File: config.mk
export PLATFORM = sky130hd
export DESIGN_NAME = linear_array_sequencer_flat
export DESIGN_NICKNAME = d
export VERILOG_FILES = /design/src/rtl/linear_array_sequencer_if.sv /design/src/rtl/linear_array_sequencer.sv /design/src/flat_wrapper.sv
export SDC_FILE = /design/constraint.sdc
export NUM_CORES = 1
export LEC_CHECK = 0
export CAP_MARGIN = 20
export CELL_PAD_IN_SITES_DETAIL_PLACEMENT = 1
export CELL_PAD_IN_SITES_GLOBAL_PLACEMENT = 2
export CORE_MARGIN = 2
export CORE_UTILIZATION = 33
export CTS_BUF_LIST = sky130_fd_sc_hd__clkbuf_16
export CTS_CLUSTER_SIZE = 24
export DETAILED_ROUTE_END_ITERATION = 12
export GPL_ROUTABILITY_DRIVEN = 1
export PLACE_DENSITY_LB_ADDON = 0.1
export SYNTH_ARGS = -nofsm -noshare
export SYNTH_HDL_FRONTEND = slang
export SYNTH_SLANG_ARGS = --single-unit
File: constraint.sdc
create_clock -name i_sensor_clk -period 3.73 [get_ports i_sensor_clk]
set_input_delay 0.5595 -clock i_sensor_clk [delete_from_list [all_inputs] [get_ports i_sensor_clk]]
set_output_delay 0.5595 -clock i_sensor_clk [all_outputs]
set_load 0.1 [all_outputs]
File: src/rtl/linear_array_sequencer_if.sv
// Signal bundle between the readout sequencer and its controller / ADC capture side.
// pixel_valid is a strobe with no ready: the consumer must accept one pixel every cycle it is high.
interface linear_array_sequencer_if #(
    parameter int NUM_PIXELS = 128,
    parameter int EXT_W      = 8
);
    localparam int PIX_W = (NUM_PIXELS > 1) ? $clog2(NUM_PIXELS) : 1;

    logic             free_run;
    logic             start;
    logic [EXT_W-1:0] integ_ext;
    logic             serial_out;
    logic             pixel_valid;
    logic [PIX_W-1:0] pixel_index;
    logic             frame_done;
    logic             busy;
    logic [1:0]       dbg_state;

    modport master (
        output free_run, start, integ_ext,
        input  serial_out, pixel_valid, pixel_index, frame_done, busy, dbg_state
    );

    modport slave (
        input  free_run, start, integ_ext,
        output serial_out, pixel_valid, pixel_index, frame_done, busy, dbg_state
    );
endinterface

File: src/rtl/linear_array_sequencer.sv
// Linear photodiode array readout sequencer: SI pulse, NUM_PIXELS readout cycles,
// optional integration extension, free-run or triggered operation.
module linear_array_sequencer #(
    parameter int NUM_PIXELS = 128,
    parameter int EXT_W      = 8
) (
    input  logic                   i_sensor_clk,
    input  logic                   i_reset,
    linear_array_sequencer_if.slave io_seq
);
    localparam int PIX_W = (NUM_PIXELS > 1) ? $clog2(NUM_PIXELS) : 1;
    localparam logic [PIX_W-1:0] LAST_PIX = PIX_W'(NUM_PIXELS - 1);

    typedef enum logic [1:0] {
        IDLE    = 2'd0,
        SI      = 2'd1,
        READOUT = 2'd2,
        INTEG   = 2'd3
    } state_t;

    state_t           r_state;
    state_t           w_state_nxt;
    logic [PIX_W-1:0] r_pix_cnt;
    logic [PIX_W-1:0] w_pix_nxt;
    logic [EXT_W-1:0] r_ext_cnt;
    logic [EXT_W-1:0] w_ext_cnt_nxt;
    logic [EXT_W-1:0] r_ext_lat;
    logic [EXT_W-1:0] w_ext_lat_nxt;
    logic             w_frame_end;
    logic             r_serial_out;
    logic             r_pixel_valid;
    logic             r_frame_done;
    logic             r_busy;

    always_comb begin
        w_state_nxt   = r_state;
        w_pix_nxt     = '0;
        w_ext_cnt_nxt = r_ext_cnt;
        w_ext_lat_nxt = r_ext_lat;
        w_frame_end   = 1'b0;
        case (r_state)
            IDLE: begin
                if (io_seq.free_run || io_seq.start) begin
                    w_state_nxt = SI;
                end
            end
            SI: begin
                // Extension is frozen here so mid-frame changes only affect the next frame.
                w_ext_lat_nxt = io_seq.integ_ext;
                w_state_nxt   = READOUT;
            end
            READOUT: begin
                if (r_pix_cnt == LAST_PIX) begin
                    if (r_ext_lat != '0) begin
                        w_state_nxt   = INTEG;
                        w_ext_cnt_nxt = r_ext_lat;
                    end else begin
                        w_frame_end = 1'b1;
                    end
                end else begin
                    w_pix_nxt = r_pix_cnt + PIX_W'(1);
                end
            end
            INTEG: begin
                if (r_ext_cnt <= EXT_W'(1)) begin
                    w_frame_end = 1'b1;
                end else begin
                    w_ext_cnt_nxt = r_ext_cnt - EXT_W'(1);
                end
            end
            default: w_state_nxt = IDLE;
        endcase
        if (w_frame_end) begin
            w_state_nxt = io_seq.free_run ? SI : IDLE;
        end
    end

    // Outputs are registered from the next-state values so they align with r_state.
    always_ff @(posedge i_sensor_clk) begin
        if (i_reset) begin
            r_state       <= IDLE;
            r_pix_cnt     <= '0;
            r_ext_cnt     <= '0;
            r_ext_lat     <= '0;
            r_serial_out  <= 1'b0;
            r_pixel_valid <= 1'b0;
            r_frame_done  <= 1'b0;
            r_busy        <= 1'b0;
        end else begin
            r_state       <= w_state_nxt;
            r_pix_cnt     <= w_pix_nxt;
            r_ext_cnt     <= w_ext_cnt_nxt;
            r_ext_lat     <= w_ext_lat_nxt;
            r_serial_out  <= (w_state_nxt == SI);
            r_pixel_valid <= (w_state_nxt == READOUT);
            r_frame_done  <= (w_state_nxt == READOUT) && (w_pix_nxt == LAST_PIX);
            r_busy        <= (w_state_nxt != IDLE);
        end
    end

    assign io_seq.serial_out  = r_serial_out;
    assign io_seq.pixel_valid = r_pixel_valid;
    assign io_seq.pixel_index = r_pix_cnt;
    assign io_seq.frame_done  = r_frame_done;
    assign io_seq.busy        = r_busy;
    assign io_seq.dbg_state   = r_state;
endmodule

File: src/flat_wrapper.sv
// flat-port wrapper written by rule: the top's interface ports become plain ports
module linear_array_sequencer_flat 
#(
    parameter int NUM_PIXELS = 128,
    parameter int EXT_W      = 8
)
  (i_sensor_clk, i_reset, io_seq_free_run, io_seq_start, io_seq_integ_ext, io_seq_serial_out, io_seq_pixel_valid, io_seq_pixel_index, io_seq_frame_done, io_seq_busy, io_seq_dbg_state);
  linear_array_sequencer_if #(.NUM_PIXELS(NUM_PIXELS), .EXT_W(EXT_W)) io_seq_i ();
  input  logic i_sensor_clk;
  input  logic i_reset;
  input wire logic [$bits(io_seq_i.free_run)-1:0] io_seq_free_run;
  input wire logic [$bits(io_seq_i.start)-1:0] io_seq_start;
  input wire logic [$bits(io_seq_i.integ_ext)-1:0] io_seq_integ_ext;
  output wire logic [$bits(io_seq_i.serial_out)-1:0] io_seq_serial_out;
  output wire logic [$bits(io_seq_i.pixel_valid)-1:0] io_seq_pixel_valid;
  output wire logic [$bits(io_seq_i.pixel_index)-1:0] io_seq_pixel_index;
  output wire logic [$bits(io_seq_i.frame_done)-1:0] io_seq_frame_done;
  output wire logic [$bits(io_seq_i.busy)-1:0] io_seq_busy;
  output wire logic [$bits(io_seq_i.dbg_state)-1:0] io_seq_dbg_state;
  assign io_seq_i.free_run = io_seq_free_run;
  assign io_seq_i.start = io_seq_start;
  assign io_seq_i.integ_ext = io_seq_integ_ext;
  assign io_seq_serial_out = io_seq_i.serial_out;
  assign io_seq_pixel_valid = io_seq_i.pixel_valid;
  assign io_seq_pixel_index = io_seq_i.pixel_index;
  assign io_seq_frame_done = io_seq_i.frame_done;
  assign io_seq_busy = io_seq_i.busy;
  assign io_seq_dbg_state = io_seq_i.dbg_state;
  linear_array_sequencer #(.NUM_PIXELS(NUM_PIXELS), .EXT_W(EXT_W)) u_core (.i_sensor_clk(i_sensor_clk), .i_reset(i_reset), .io_seq(io_seq_i));
endmodule
==> metrics.md, run 1 <==
| Metric | Value |
|---|---|
| VDD IR max | `0.360 mV` |
| Leakage power | `0.000628 uW` |
| Worst endpoint required time | `3170 ps` |
| Worst Min Path Start | `u_core.r_ext_lat[5]` |
| Core footprint | `4060 sq um` |
| Drt wl/cell | `14.5 microns` |
| Clk Latency, worst-skew pair | `270 ps` |
| CTS root buf | `clkbuf_16` |
| Sequential share of the synthesized area | `0.409` |
| PwrDens | `601 nW/um^2` |
| Vias in the first global route | `1188` |
| CTS Buffer Depth | `2` |
| Family with the most delay on the worst path | `buffers and inverters` |
| FP Rows | `23` |
| Grt ovf | `0` |
| Post-layout nets | `208` |
| Flop2flop setup slack | `1670 ps` |
| Share of the synthesized area in the top cell type | `0.409` |
| Via/cell ratio | `5.04` |
| Element type at the critical path end | `primary output` |
| Synth-to-layout area growth | `29.5%` |
| Hold crit path type | `register to register` |
| First-pass GRT wire length | `5950 microns` |
| WL final | `3540 microns` |
| DRC viols | `0` |
| Largest net degree at the start of global routing | `21` |
| Initial antenna violation count | `0` |
| Vias | `1229` |
| Syn Nets | `184` |
| Post-Layout Cell Count | `244` |
| Die Wd | `69.6 microns` |
| Slew Viols, Final | `0` |
| FILL cells | `487` |
| Synth Instances | `169` |
| Crit start category | `register` |
| Placed Cells | `236` |
| Reg2reg start | `u_core.r_ext_cnt[0]` |
| Hold Path Stages | `2` |
| WS Path Type | `register to primary output` |
| Cell depth of the worst flop-to-flop path | `7` |
| # IOs | `25` |
| # port buffers | `24` |
| Final setup vio count | `0` |
| FFs w/ async S/R, synth | `0` |
| Synth top area cells | `dfxtp_1, nand2_1, a21oi_1` |
| Worst slew pin tran | `975 ps` |
| Drt initial violations | `53` |
| All-Layer GR Usage | `0.152` |
| Routability congestion estimate | `0.820` |
| Die H | `69.6 microns` |
| CTS tree | `yes` |
| Synth warn | `0` |
| Top cell type by total area after synthesis | `dfxtp_1` |
| Initial DRT Pass Iterations | `4` |
| # hold bufs at CTS | `0` |
| Hold Path Sink | `u_core.r_ext_lat[5]` |
| Layout cell share with drive strength beyond 1 | `0.124` |
| Main synth FF type | `dfxtp_1` |
| Crit path largest cell delay | `1210 ps` |
| RSZ-0062 raised after global routing | `false` |
| Cell Area, Synth | `1420 sq um` |
| Clk sinks | `29` |
| Fmax | `386 MHz` |
| Rel. slew slack | `0.348` |
| Post-synth EDFFs | `0` |
| Syn avg cell area | `8.40 sq um` |
| Post-layout min period | `2590 ps` |
| Commonest non-fill, non-tap cell in the layout | `dfxtp_1` |
| Total Die Area | `4840 sq um` |
| Worst Clk Skew | `6.63 ps` |
| Most frequent cells in the layout | `dfxtp_1, nand2_1, clkdlybuf4s50_1` |
| Register area | `581 sq um` |
| CTS HTree Levels | `2` |
| Final Util | `0.453` |
| # diodes | `0` |
| Post-CTS sizing | `0` |
| Postcts setup bufs | `0` |
| Worst R2R End | `u_core.r_ext_cnt[0]` |
| Synth cell types | `39` |
| Status | `completed` |
| Slowest cell on the critical path | `clkdlybuf4s50_1` |
| Initial Util | `0.350` |
| Final hold vios | `0` |
| Area of the multi-input gates | `771 sq um` |
| CP Buf/Inv Count | `1` |
| Fin crit share | `0.694` |
| Clock-pin slew on the worst setup and hold paths | `50 ps` |
| Cells along the critical path | `clkdlybuf4s50_1` |
| DP HPWL | `2580 microns` |
| Max Cap Viol | `0` |
| Arrival time at the worst endpoint | `2030 ps` |
| Num CTS Buffers | `5` |
| Yosys reg bits | `29` |
| Final TNS setup | `0 ps` |
| Number of routed nets with antenna violations | `0` |
| Worst-path maximum fanout | `10` |
flip-flops by register name, indices dropped and copies added (netlist names):
register                   cells
u_core.io_seq.pixel_valid      1
u_core.r_ext_lat               8
u_core.io_seq.pixel_index      7
u_core.io_seq.busy             1
u_core.io_seq.dbg_state        2
u_core.io_seq.frame_done       1
u_core.io_seq.serial_out       1
u_core.r_ext_cnt               8
report_power, final:
group	total, uW	internal (uW)	switching, uW
sequential	370	340	30.8
combinational	294	92.0	202
clock	441	309	131
area by class of cell:
| type | instances | area share |
|---|---|---|
| Multi-Input combinational cell | 128 | 0.419 |
| Sequential cell | 29 | 0.316 |
| Timing Repair Buffer | 25 | 0.135 |
| Clock buffer | 5 | 0.0680 |
| Tap cell | 50 | 0.0340 |
| Clock inverter | 3 | 0.0204 |
| Inverter | 4 | 0.00816 |
worst max-delay path by stage:
stage	startpoint	endpoint	cells after the start	slack, ps
after floorplan	u_core.io_seq.pixel_index[0]	u_core.r_ext_cnt[3]	7	1180
after detailed placement	u_core.io_seq.dbg_state[1]	io_seq_dbg_state[1]	1	1450
after global routing	u_core.io_seq.dbg_state[1]	io_seq_dbg_state[1]	1	1090
final	u_core.io_seq.dbg_state[1]	io_seq_dbg_state[1]	1	1140
after global placement	u_core.io_seq.dbg_state[1]	io_seq_dbg_state[1]	1	1460
after CTS	u_core.io_seq.dbg_state[1]	io_seq_dbg_state[1]	1	1140
metrics by stage:
step	power [uW]	cell area [sq um]	setup slack, ps	hold WS [ps]
after floorplan	606	1420	1180	449
after global placement	665	1680	1460	465
after global routing	1160	1840	1090	509
after detailed placement	673	1680	1450	484
final	1110	1840	1140	489
after CTS	1120	1840	1140	494
cells in the mapped netlist (2+ instances only):
| cell | count |
|---|---|
| nor3b_1 | 2 |
| nand2b_1 | 3 |
| a22oi_1 | 2 |
| clkbuf_1 | 6 |
| ha_1 | 3 |
| dfxtp_1 | 29 |
| nand2_1 | 25 |
| or2_2 | 5 |
| nor2_1 | 18 |
| xnor2_1 | 2 |
| o21ai_1 | 4 |
| nand3_1 | 4 |
| o21ai_2 | 2 |
| a31oi_1 | 2 |
| nor3_1 | 5 |
| xor2_1 | 2 |
| nor2b_1 | 3 |
| nor4_1 | 2 |
| or3_1 | 2 |
| and3_1 | 2 |
| a21oi_2 | 4 |
| inv_1 | 4 |
| a21oi_1 | 18 |
| o21ai_0 | 5 |
routing by layer:
layer	vias to the layer above	GRT usage	part of all wire
li1	634	-	-
met1	570	0.212	0.51
met2	21	0.235	0.45
met3	4	0.0349	0.031
met4	0	0.0392	0.0065
met5	-	0	0
kinds of logic after synthesis:
group           share of synthesized area
buf+inv                            0.0485
compound gates                      0.173
mux                               0.00705
xor+xnor                           0.0247
fa+ha+maj                          0.0264
simple gates                        0.312
flops                               0.409
No activity file was read; power rests on OpenSTA's default activity.
==> inputs of run 2 (changes only) <==
--- a/config.mk
+++ b/config.mk
@@ -9,7 +9,7 @@
 export CELL_PAD_IN_SITES_DETAIL_PLACEMENT = 1
 export CELL_PAD_IN_SITES_GLOBAL_PLACEMENT = 2
 export CORE_MARGIN = 2
-export CORE_UTILIZATION = 33
+export CORE_UTILIZATION = 27
 export CTS_BUF_LIST = sky130_fd_sc_hd__clkbuf_16
 export CTS_CLUSTER_SIZE = 24
 export DETAILED_ROUTE_END_ITERATION = 12
==> constraint.sdc (replaced) <==
create_clock -name i_sensor_clk -period 2.2 [get_ports i_sensor_clk]
set_input_delay 0.33 -clock i_sensor_clk [delete_from_list [all_inputs] [get_ports i_sensor_clk]]
set_output_delay 0.33 -clock i_sensor_clk [all_outputs]
set_load 0.1 [all_outputs]
==> metrics.md, run 2 (synthesis gave the netlist of run 1 again) <==
| Metric | Value |
|---|---|
| Total Die Area | `5860 sq um (+21%)` |
| Slowest cell on the critical path | `dfxtp_1` |
| Final Util | `0.359 (-0.0944)` |
| Arrival time at the worst endpoint | `2190 ps (+160 ps)` |
| All-Layer GR Usage | `0.130 (-0.0219)` |
| Clock-pin slew on the worst setup and hold paths | `50 ps (about the same)` |
| CTS root buf | `clkbuf_16` |
| Final setup vio count | `0 (unchanged)` |
| Hold crit path type | `register to register` |
| FILL cells | `617 (+27%)` |
| # diodes | `0 (unchanged)` |
| Crit path largest cell delay | `430 ps (-780 ps)` |
| Drt wl/cell | `13.2 microns (-8.8%)` |
| Die Wd | `76.5 microns (+9.9%)` |
| Max Cap Viol | `0 (unchanged)` |
| FP Rows | `26 (+13%)` |
| First-pass GRT wire length | `6070 microns (+2.1%)` |
| Worst slew pin tran | `507 ps (-467 ps)` |
| Leakage power | `0.000655 uW (+4.3%)` |
| Pre-CTS setup slack | `165 ps (-1280 ps)` |
| Worst endpoint required time | `2400 ps (-770 ps)` |
| Int Power | `1140 uW (+54%)` |
| Part of the power in registers | `0.359 (+0.024)` |
| Status | `completed` |
| CTS HTree Levels | `2 (unchanged)` |
| Initial Util | `0.278 (-0.0719)` |
| VDD IR max | `0.532 mV (+48%)` |
| Initial DRT Pass Iterations | `4 (unchanged)` |
| # port buffers | `24 (unchanged)` |
| Post-CTS sizing | `0 (unchanged)` |
| Fmax | `502 MHz` |
| Clock share of power | `0.355 (-0.044)` |
| Final WS setup | `206 ps (-935 ps)` |
| Hold_ws | `451 ps (-37.3 ps)` |
| Initial antenna violation count | `0 (unchanged)` |
| RSZ-0062 raised after global routing | `false` |
| Grt ovf | `0 (unchanged)` |
| WL final | `3520 microns (-0.59%)` |
| Postcts setup bufs | `0 (unchanged)` |
| Post-layout nets | `211 (+1.4%)` |
| Core footprint | `5110 sq um (+26%)` |
| Commonest non-fill, non-tap cell in the layout | `nand2_1` |
| DRC viols | `0 (unchanged)` |
| Clk Latency, worst-skew pair | `270 ps (about the same)` |
| Synth-to-layout area growth | `29.1%` |
| Layout cell share with drive strength beyond 1 | `0.235 (+0.111)` |
| Largest net degree at the start of global routing | `24 (+14%)` |
| Family with the most delay on the worst path | `simple AND/OR/NAND/NOR gates` |
| Final hold vios | `0 (unchanged)` |
| Routability congestion estimate | `0.768 (-6.3%)` |
| Sw Ratio | `0.352 (+0.0223)` |
| # IOs | `25 (unchanged)` |
| Num CTS Buffers | `5 (unchanged)` |
| Post-layout min period | `1990 ps` |
| Element type at the critical path end | `register` |
| Crit start category | `register` |
| WS Path Type | `register to register` |
| CP Buf/Inv Count | `1 (unchanged)` |
| Final TNS setup | `0 ps (unchanged)` |
| Number of routed nets with antenna violations | `0 (unchanged)` |
| Vias in the first global route | `1266 (+6.6%)` |
| Fin crit share | `0.906` |
| # hold bufs at CTS | `0 (unchanged)` |
| Net Switching | `619 uW (+70%)` |
| CTS Buffer Depth | `2 (unchanged)` |
| Cells along the critical path | `inv_1 -> ha_1 -> nor2_1 -> nor4_4 -> nand4bb_4 -> or3_1 -> a31oi_1` |
| Drt initial violations | `39 (-26%)` |
| Most frequent cells in the layout | `nand2_1, dfxtp_1, nor2_1, a21oi_1, buf_4` |
| Via/cell ratio | `4.68 (-7.0%)` |
| Die H | `76.5 microns (+9.9%)` |
| Rel. slew slack | `0.658 (+0.310)` |
| Slew Viols, Final | `0 (unchanged)` |
| Clk sinks | `29 (unchanged)` |
| Worst Clk Skew | `1.46 ps (-5.17 ps)` |
| Worst-path maximum fanout | `16 (+6)` |
| Logic pwr share | `0.286 (+0.020)` |
| PwrDens | `959 nW/um^2 (+60%)` |
| DP HPWL | `2610 microns (+1.2%)` |
| Vias | `1246 (+1.4%)` |
| CTS tree | `yes` |
-- run 2: cell types whose count changed in the layout (fill, tap and decap cells not counted), sizes merged --
cell / change
clkdlybuf4s50: -13
buf: +16
bufinv: -1
-- run 2: metal layers --
layer / part of all wire / global-route usage / up-vias / wire length, microns
met4: 0.013 / 0.0473 / 0 / 45
met5: 0 / 0 / - / 0
met3: 0.038 / 0.0367 / 5 / 135
met1: 0.49 / 0.163 / 585 / 1730
li1: - / - / 637 / -
met2: 0.46 / 0.212 / 19 / 1600
-- run 2: per-stage QoR --
stage	area (sq um)	cells	total power [uW]
2_1_floorplan	1430	169	1030
3_3_place_gp	1700	259	1140
3_5_place_dp	1700	259	1150
4_1_cts	1830	266	1790
5_1_grt	1830	266	1860
6_report	1830	266	1760
-- run 2: power by group through the flow --
stage          combinational, uW  clock (uW)  sequential, uW
2_1_floorplan                222           0             808
3_3_place_gp                 503           0             641
3_5_place_dp                 511           0             642
4_1_cts                      513         642             632
5_1_grt                      547         678             640
6_report                     503         625             631
-- run 2: final cells by class --
class | count | area, sq um | share of cell area
clock buffers | 5 | 125 | 0.0683
clock inverters | 2 | 7.51 | 0.00410
inverters | 4 | 15.0 | 0.00819
multi-input cells | 128 | 771 | 0.420
flip-flops and latches | 29 | 589 | 0.322
well taps | 70 | 87.6 | 0.0478
repair buffers | 28 | 238 | 0.130
-- run 2: path summary, 6_finish.rpt --
kind	slack (ps)	start	cells past startpoint	end
worst min register to register	450	u_core.io_seq.pixel_index[0]	1	u_core.io_seq.pixel_index[0]
worst max-delay path	210	u_core.r_ext_cnt[0]	7	u_core.r_ext_cnt[0]
worst max register to register	210	u_core.r_ext_cnt[0]	7	u_core.r_ext_cnt[0]
worst min-delay path	450	u_core.io_seq.pixel_index[0]	1	u_core.io_seq.pixel_index[0]
-- run 2: worst register-to-register path: cells and delay by family, from the launching register on --
kind	cells	cell delay, ps
flip-flops	1	430
AO/OA/AOI/OAI	1	150
adder cells (fa/ha/maj)	1	260
AND/OR/NAND/NOR	4	1000
buffers and inverters	1	70
